===== src/rtl/usb_pkg.sv =====
// Shared definitions for the USB device core endpoint blocks: endpoint FSM
// state encoding, packet-length width and the endpoint numbers assigned to
// the OUT-side command receiver and the IN-side telemetry transmitter.
package usb_pkg;

    // Endpoint transmitter states
    typedef enum logic [1:0] {
        IDLE = 2'd0,
        SEND = 2'd1,
        DONE = 2'd2
    } ep_tx_state_t;

    // Width of the packet byte-count field presented to the core
    localparam int USB_LEN_W = 12;

    // Endpoint numbers used by this device
    localparam logic [3:0] CMD_RX_EP = 4'd1;
    localparam logic [3:0] IN_TX_EP  = 4'd2;

    // Width of a byte-count that can describe 0..depth inclusive
    function automatic int level_width(input int depth);
        return $clog2(depth) + 1;
    endfunction

endpackage


===== src/rtl/sync_fifo_sa.sv =====
// Single-clock show-ahead byte FIFO with an explicit level counter, full flag
// and a sticky overflow flag. The head byte is visible on rd_data_o whenever
// the FIFO is non-empty; a pop retires it and the next byte appears on the
// following cycle. A write into a full FIFO is still accepted when a pop
// frees a slot in the same cycle.
module sync_fifo_sa #(
    parameter int DEPTH = 64
) (
    input  logic                     clk,
    input  logic                     rst_n,
    input  logic                     wr_en_i,
    input  logic [7:0]               wr_data_i,
    input  logic                     pop_i,
    input  logic                     ovf_clr_i,
    output logic                     full_o,
    output logic [$clog2(DEPTH):0]   level_o,
    output logic [7:0]               rd_data_o,
    output logic                     overflow_o
);

    localparam int AW = $clog2(DEPTH);
    localparam int LW = AW + 1;

    // Depth must be a power of two so the pointers wrap on their own
    if ((DEPTH < 2) || ((1 << AW) != DEPTH)) begin : g_bad_depth
        $error("sync_fifo_sa: DEPTH must be a power of two and at least 2");
    end

    logic [7:0]    mem [DEPTH];
    logic [AW-1:0] wr_ptr_q, wr_ptr_d;
    logic [AW-1:0] rd_ptr_q, rd_ptr_d;
    logic [LW-1:0] level_q,  level_d;
    logic          ovf_q,    ovf_d;

    logic empty;
    logic rd_fire;
    logic wr_accept;
    logic wr_drop;

    assign empty     = (level_q == '0);
    assign full_o    = (level_q == LW'(DEPTH));
    // A pop of an empty FIFO is meaningless, so it is masked here as well
    assign rd_fire   = pop_i && !empty;
    assign wr_accept = wr_en_i && (!full_o || rd_fire);
    assign wr_drop   = wr_en_i && full_o && !rd_fire;

    assign level_o    = level_q;
    assign overflow_o = ovf_q;
    assign rd_data_o  = empty ? 8'h00 : mem[rd_ptr_q];

    // Next-state for pointers, level and overflow flag
    always_comb begin
        wr_ptr_d = wr_ptr_q;
        rd_ptr_d = rd_ptr_q;
        level_d  = level_q;
        ovf_d    = ovf_q;
        if (wr_accept) wr_ptr_d = wr_ptr_q + AW'(1);
        if (rd_fire)   rd_ptr_d = rd_ptr_q + AW'(1);
        case ({wr_accept, rd_fire})
            2'b10:   level_d = level_q + LW'(1);
            2'b01:   level_d = level_q - LW'(1);
            default: level_d = level_q;
        endcase
        // A fresh drop outranks a clear arriving in the same cycle
        if (wr_drop)        ovf_d = 1'b1;
        else if (ovf_clr_i) ovf_d = 1'b0;
    end

    // Storage array; contents are don't-care until written, so no reset
    always_ff @(posedge clk) begin
        if (wr_accept) mem[wr_ptr_q] <= wr_data_i;
    end

    // Control state register with asynchronous clear
    always_ff @(posedge clk or negedge rst_n) begin
        if (!rst_n) begin
            wr_ptr_q <= '0;
            rd_ptr_q <= '0;
            level_q  <= '0;
            ovf_q    <= 1'b0;
        end else begin
            wr_ptr_q <= wr_ptr_d;
            rd_ptr_q <= rd_ptr_d;
            level_q  <= level_d;
            ovf_q    <= ovf_d;
        end
    end

endmodule


===== src/rtl/usb_in_ep_tx.sv =====
// IN-endpoint transmitter. Fabric logic streams status bytes into a FIFO;
// when the host polls this endpoint the block snapshots up to MAX_PKT of the
// buffered bytes as one packet and hands them to the core one txpop at a
// time. Only popped bytes leave the FIFO; there is no retransmit copy.
module usb_in_ep_tx
    import usb_pkg::*;
#(
    parameter int         DEPTH   = 64,
    parameter logic [3:0] EP_NUM  = IN_TX_EP,
    parameter int         MAX_PKT = 64
) (
    input  logic                     clk,
    input  logic                     rst_n,
    input  logic                     wr_en,
    input  logic [7:0]               wr_data,
    output logic                     full,
    output logic [$clog2(DEPTH):0]   level,
    output logic                     overflow,
    input  logic                     ovf_clr,
    input  logic [3:0]               endpt,
    input  logic                     txact,
    input  logic                     txpop,
    output logic                     txval,
    output logic                     txcork,
    output logic [7:0]               txdat,
    output logic [USB_LEN_W-1:0]     txdat_len
);

    localparam int            LW        = level_width(DEPTH);
    localparam logic [LW-1:0] MAX_PKT_L = LW'(MAX_PKT);

    // A packet can never be longer than the FIFO can hold
    if ((MAX_PKT < 1) || (MAX_PKT > DEPTH)) begin : g_bad_max_pkt
        $error("usb_in_ep_tx: MAX_PKT must be in 1..DEPTH");
    end
    if (LW > USB_LEN_W) begin : g_bad_len_w
        $error("usb_in_ep_tx: DEPTH too large for the packet length field");
    end

    ep_tx_state_t   state_q, state_d;
    logic           txact_q;
    logic [LW-1:0]  remaining_q, remaining_d;
    logic [USB_LEN_W-1:0] len_q, len_d;

    logic          act_rise;
    logic          ep_hit;
    logic          pop_now;
    logic [LW-1:0] snap_len;

    assign act_rise = txact && !txact_q;
    assign ep_hit   = (endpt == EP_NUM);
    // Pops count only inside the snapshot window and only while data exists
    assign pop_now  = txpop && (state_q == SEND) && (remaining_q != '0) && (level != '0);
    assign snap_len = (level > MAX_PKT_L) ? MAX_PKT_L : level;

    sync_fifo_sa #(
        .DEPTH (DEPTH)
    ) u_fifo (
        .clk        (clk),
        .rst_n      (rst_n),
        .wr_en_i    (wr_en),
        .wr_data_i  (wr_data),
        .pop_i      (pop_now),
        .ovf_clr_i  (ovf_clr),
        .full_o     (full),
        .level_o    (level),
        .rd_data_o  (txdat),
        .overflow_o (overflow)
    );

    // Endpoint FSM next-state: snapshot on poll, count pops, wait for txact low
    always_comb begin
        state_d     = state_q;
        remaining_d = remaining_q;
        len_d       = len_q;
        case (state_q)
            IDLE: begin
                if (act_rise && ep_hit) begin
                    len_d       = USB_LEN_W'(snap_len);
                    remaining_d = snap_len;
                    state_d     = (snap_len != '0) ? SEND : DONE;
                end
            end
            SEND: begin
                if (pop_now) remaining_d = remaining_q - LW'(1);
                // The host may end the transaction early; unpopped bytes stay queued
                if ((pop_now && (remaining_q == LW'(1))) || !txact) state_d = DONE;
            end
            DONE: begin
                if (!txact) state_d = IDLE;
            end
            default: state_d = IDLE;
        endcase
    end

    // Handshake outputs decoded from the current state
    always_comb begin
        txval  = 1'b0;
        txcork = 1'b1;
        case (state_q)
            IDLE:    txcork = (level == '0);
            SEND: begin
                txval  = 1'b1;
                txcork = 1'b0;
            end
            default: begin
                txval  = 1'b0;
                txcork = 1'b1;
            end
        endcase
    end

    assign txdat_len = len_q;

    // FSM and edge-detect registers with asynchronous clear
    always_ff @(posedge clk or negedge rst_n) begin
        if (!rst_n) begin
            state_q     <= IDLE;
            txact_q     <= 1'b0;
            remaining_q <= '0;
            len_q       <= '0;
        end else begin
            state_q     <= state_d;
            txact_q     <= txact;
            remaining_q <= remaining_d;
            len_q       <= len_d;
        end
    end

endmodule

===== config.mk =====
export PLATFORM = sky130hd
export DESIGN_NAME = usb_in_ep_tx
export DESIGN_NICKNAME = d
export VERILOG_FILES = /design/src/rtl/usb_pkg.sv /design/src/rtl/sync_fifo_sa.sv /design/src/rtl/usb_in_ep_tx.sv
export SDC_FILE = /design/constraint.sdc
export NUM_CORES = 1
export LEC_CHECK = 0
export CORE_MARGIN = 5
export CORE_UTILIZATION = 50
export DETAILED_ROUTE_END_ITERATION = 7
export MAX_ROUTING_LAYER = met4
export PLACE_DENSITY = 0.73
export SETUP_SLACK_MARGIN = 0.4
export SLEW_MARGIN = 20
export SYNTH_ARGS = -nofsm -noshare
export SYNTH_HDL_FRONTEND = slang
export SYNTH_HIERARCHICAL = 1
export SYNTH_SLANG_ARGS = --single-unit

===== constraint.sdc =====
create_clock -name clk -period 4.24 [get_ports clk]
set_clock_uncertainty 0.05 [all_clocks]
set_input_delay 1.06 -clock clk [delete_from_list [all_inputs] [get_ports clk]]
set_output_delay 1.06 -clock clk [all_outputs]
set_load 0.005 [all_outputs]

Yosys cells after proc, flatten, opt, wreduce, memory -nomap -nowiden. Memory sizes are Yosys's and may differ from the RTL's. Cells that the tools add are included.

Add/subtract/negate cells: 5. Mux-type cells: 17. Eq/ne operators: 11. $lt $le $gt $ge: 1. Reduce and logical (&&, ||, !) cells: 28.

Operators by type and width (number): 7-bit case mux with 2 select lines (2); 7-bit two-way mux (3); 7-bit nonzero test (3); 7-bit by 1-bit subtractor with 7-bit output, second input constant (2); 6-bit by 1-bit adder with 6-bit output, second input constant (2); 1-bit logical AND (10); 2-bit two-way mux (4); 8-bit two-way mux (1); 7-bit by 1-bit adder with 7-bit output, second input constant (1); 7-bit by 1-bit equality test with 1-bit output, second input constant (1); 7-bit equality test, second input constant (1); 7-bit > comparator, second input constant (1); 7-bit logical NOT (1); 2-bit inequality test, second input constant (3); 2-bit case mux with 3 select lines (1); 3-bit AND reduction (2); 2-bit nonzero test (3); 1-bit logical NOT (5); 1-bit two-way mux (5); 2-bit by 1-bit equality test with 1-bit output, second input constant (2); 2-bit equality test, second input constant (2); 4-bit by 2-bit equality test with 1-bit output, second input constant (1); 2-bit logical NOT (1); 1-bit logical OR (2); other kinds (3) (3).

RAM bits: 512. Memories: 1. Bits of input ports: 18. Output and inout port bits: 31. Bits in registers: 37.

Memory list: u_fifo.mem (words 64, bits a word 8, read ports 1, clocked after Yosys merged registers in 0, wr ports 1, line sync_fifo_sa.sv:29) `logic [7:0] mem [DEPTH];`.

Logic depth before layout (Yosys ltp). Gate-level depths: netlist (run 1).

Depth in word-level cells: 9. Gate-level depth with buffers: 16.

Hierarchy. Netlist (run 1), hierarchy kept.

By module, submodules not included: sync_fifo_sa (cells an instance 1055, times used 1, area each 20887.5 um2); usb_in_ep_tx (cells an instance 111, times used 1, area each 1026.0 um2).

Worst setup path after synthesis (run 1). OpenSTA, ideal clock, no wires.

Kind: input port to flip-flop. From: input txpop. To: register u_fifo.level_q[5] (netlist: u_fifo/level_o[5]). Setup slack: 861 ps. Stages on the path: 13. Setup time: 125 ps. Buffers on the path: 0. Data arrival time: 3205 ps. Data required time: 4065 ps. Cell sequence: nand2_1 > nor3_1 > inv_1 > a31o_2 > nand2b_1 > inv_1 > ha_1 > a21o_1 > a21oi_1 > o21bai_1 > a21oi_1 > xnor2_1 > mux2_2.

Word-level cells in the longest chain between the ends: 8. Elaborated cells on any way between the ends: 10.

Ends and longest elaborated chain: start, declared (line usb_in_ep_tx.sv:22) `input logic txpop,`; 1-bit logical AND * (3 in series) (line usb_in_ep_tx.sv:53) `assign pop_now = txpop && (state_q == SEND) && (remaining_q != '0) && (level != '0);`; net pop_now (line usb_in_ep_tx.sv:47) `logic pop_now;`; 1-bit logical AND * (line sync_fifo_sa.sv:43) `assign rd_fire = pop_i && !empty;`; 1-bit logical OR (line sync_fifo_sa.sv:44) `assign wr_accept = wr_en_i && (!full_o || rd_fire);`; 1-bit logical AND (line sync_fifo_sa.sv:44); 2-bit by 1-bit equality test with 1-bit output or 2-bit equality test (tied branches) (line sync_fifo_sa.sv:59) `case ({wr_accept, rd_fire})`; 7-bit case mux with 2 select lines or 2-bit nonzero test (tied branches); end signal, assigned (line sync_fifo_sa.sv:84) `level_q <= level_d;`; end, declared (line sync_fifo_sa.sv:32) `logic [LW-1:0] level_q, level_d;`.

The timed path passes the listed nets; every way through them passes the cells marked *. A chain may end at the register's enable or synchronous reset.

Worst setup path in the final report (run 1).
From: register u_fifo.rd_ptr_q[0]. To: output txdat[5].

Word-level cells in the longest chain between the ends: 2.

Ends and longest elaborated chain: start, declared (line sync_fifo_sa.sv:31) `logic [AW-1:0] rd_ptr_q, rd_ptr_d;`; start signal, assigned (line sync_fifo_sa.sv:83) `rd_ptr_q <= rd_ptr_d;`; memory 64 x 8 bit; 8-bit two-way mux (line sync_fifo_sa.sv:49) `assign rd_data_o = empty ? 8'h00 : mem[rd_ptr_q];`; end, declared (line usb_in_ep_tx.sv:25) `output logic [7:0] txdat,`.

No other way between the ends.

==> metrics, run 1 <==
# DRC=0; critical path fanouts, max=7; Synth area leaders=edfxtp_1 (70%), mux4_2 (9.9%), dfrtp_1 (4.2%); total routed wirelength=between 40000 and 50000 um; Layout Nets=approximately 1.4k; Leakage=roughly 8.4 nW; CTS tree=yes; Vias=11.61k; Hold Violations, Final=0; PwrDens=around 550 nW/um^2; Reg-to-Reg End=u_fifo/level_o[5]; Initial Util=between 50 and 60%; commonest cells after routing, fill and taps aside=edfxtp_1 (512), buf_4 (113), mux4_2 (97), nor2_1 (82), mux2i_1 (62); Clock Path Buffers=3; Antenna Cells=0; Critical Path End=txdat[5]; initial antenna violation count=0; ratio of final minimum period to clock period=between 90 and 100%; largest net degree at the start of global routing=between 60 and 70; register-to-register setup slack=between 0.7 and 0.8 ns; M3 GR Usage=roughly 3.5%; Mapped Area=21910 um^2; synth unique cells=57; DP Area=23670 um^2; Finished Layout Cells=1957; Setup TNS=0 ns; synth-to-layout area growth=17.75%; busiest grt layer=met2; Vias per Instance=just under 6; GRT overflow=0; # IOs=between 40 and 50; Final min period=4.071 ns; maximum vdd drop=between 0.3 and 0.4 mV; Hold Path Class=flop to flop; met2 Usage GRT=between 30 and 40%; critical path data arrival time=approximately 3.0 ns; warning count from the yosys run=6; final number of setup-violating endpoints=0; worst-skew pair later-pin latency=between 0.5 and 0.6 ns; starting DRC count in detailed routing=about 1.3k; top_reg_cell synth=edfxtp_1; crit end category=output pin; Synth Register Bits=549; clock buffer count from CTS=53; worst path required time=approximately 3.1 ns; die area=approximately 48000 um^2; vias in the first global route=11.67k; Worst-Margin Slew=0.9524 ns; met1 GRT Util=between 20 and 30%; Synth top area share=between 70% and 80%; CTS Root Cell=clkbuf_16; Post-synth EDFFs=between 500 and 600; R2R depth=15; cell count after synthesis=between 1k and 1.5k; critical path class=flop to output pin; Seq/Total Area, Yosys=74.39%; MaxCap Viol Count=0; hpwl dp=slightly below 30000 um; Crit. Startpoint=u_fifo/rd_ptr_q[0]; CP startpoint kind=flop; placed insts=between 1.5k and 2k; routability cong.=between 0.9 and 1; unrepaired setup endpoints after global routing=yes; first-pass GRT wire length=approximately 71000 um; commonest non-fill, non-tap cell in the layout=edfxtp_1; core box area=about 43000 um^2; Port Buffers=43; post-synth top area cell=edfxtp_1; Slew HR=between 30% and 40%; Final Power=approximately 14 mW; Die X=around 220 um; Hold WS=between 0.4 and 0.5 ns; GRT Overall Usage=20.30%; die height=219.4 um; Worst-path clk slew=0.06 ns; synthesized area per cell=between 15 and 20 um^2; fin area=approximately 26000 um^2; TritonRoute pass-1 iters=5; Final ANT Viol Nets=0; FF-to-FF Start=state_q[1]; H-tree lvl count=2; clock sink total=549; fmax=between 200 and 250 MHz; Slew Viols, Final=0; asr flop ratio synth=6.740%; status=complete, no violations; routed len/inst=24.00 um; count of standard-cell rows=76; layout cells sized above 1=roughly 28%
critical path, cell delays in order (launching register included):
cell and delay (ns):
dfrtp_4 0.52, buf_12 0.17, buf_12 0.13, buf_16 0.13
mux4_2 0.42, a22o_1 0.26, a211oi_4 0.25, a21oi_2 0.11
a22o_1 0.26, buf_2 0.13
routing by layer:
metal  vias up  wire length [um]
met5         -                 0
met4         0              1097
met3        79              3641
met2       480             22710
met1      6002             19530
li1       5044                 -
worst min-delay path by stage:
stage	from	to	slack (ns)	cells after the start
after global routing	txdat_len[1]	txdat_len[1]	0.46	2
final	txdat_len[1]	txdat_len[1]	0.43	2
after CTS	txdat_len[1]	txdat_len[1]	0.44	2
after detailed placement	txdat_len[1]	txdat_len[1]	0.43	2
after floorplan	u_fifo/wr_ptr_q[2]	u_fifo/wr_ptr_q[2]	0.41	1
after global placement	txdat_len[1]	txdat_len[1]	0.42	2
per-stage QoR:
| step | util, % | setup WS, ns |
|---|---|---|
| 5_1_grt | 59.77 | 0.08789 |
| 3_5_place_dp | 54.82 | 0.06644 |
| 2_1_floorplan | - | 0.8608 |
| 3_3_place_gp | 54.82 | 0.1855 |
| 6_report | 59.77 | 0.1694 |
| 4_1_cts | 59.66 | 0.1580 |
cells in the mapped netlist (2+ instances only):
cell / number
edfxtp_1: 512
mux4_2: 96
nor2_1: 82
mux2i_1: 64
nand2_1: 38
dfrtp_1: 37
a21oi_1: 31
clkbuf_1: 31
a22oi_1: 26
a211oi_1: 22
o21ai_0: 17
a22o_1: 16
o22ai_1: 16
o221ai_1: 15
inv_1: 14
buf_4: 13
xnor2_1: 12
buf_6: 10
ha_1: 10
nand3_1: 10
nand2b_1: 9
buf_1: 8
nand3b_1: 8
buf_2: 7
a21oi_2: 6
nor2b_1: 6
nor3_1: 5
mux2_2: 4
nand4_1: 4
a31o_2: 3
o21ai_1: 3
o21bai_1: 3
and2_1: 2
and3_1: 2
xor2_1: 2
layout make-up:
cell class,instances,area [um^2]
multi-input combinational,536,5366
fill,3052,17370
tap,585,732.0
sequential,549,16310
clock inverter,33,291.5
timing repair buffer,177,1667
clock buffer,63,1385
inverter,14,55.05
sequential cells by signal, summed over array words and instances, names as in the netlist:
signal             count
remaining_q            7
state_q                2
txact_q                1
txdat_len              7
u_fifo/level_o         7
u_fifo/mem           512
u_fifo/overflow_o      1
u_fifo/rd_ptr_q        6
u_fifo/wr_ptr_q        6
what timing repair did:
item / in CTS / in global routing
setup buffers: 10 / 0
setup endpoints to repair: 8 / 10
hold buffers: 0 / 0
gates resized for setup: 84 / 11
pin swaps: 17 / 1
cloned: 4 / 0
logic make-up after synthesis:
logic type | share of synthesized area (%)
simple gates | 3.683
compound gates | 5.390
fa+ha+maj | 0.6623
xor+xnor | 0.5596
flops | 74.39
buf+inv | 2.187
other cells | 0.01711
mux | 13.12
power by group:
group	switching (mW)	leakage [nW]	internal [mW]
logic	1.60	2.53	1.65
clock network	1.94	0.806	2.58
registers	0.242	5.07	6.23
Note: power is estimated with default switching activity, not from simulation.
==> run 2, diff against run 1 <==
--- a/config.mk
+++ b/config.mk
@@ -5,6 +5,7 @@
 export SDC_FILE = /design/constraint.sdc
 export NUM_CORES = 1
 export LEC_CHECK = 0
+export ABC_CLOCK_PERIOD_IN_PS = 4240
 export CORE_MARGIN = 5
 export CORE_UTILIZATION = 50
 export DETAILED_ROUTE_END_ITERATION = 7
==> results of run 2 <==
Same layout as run 1: the final DEF is identical, and so are final timing and power.
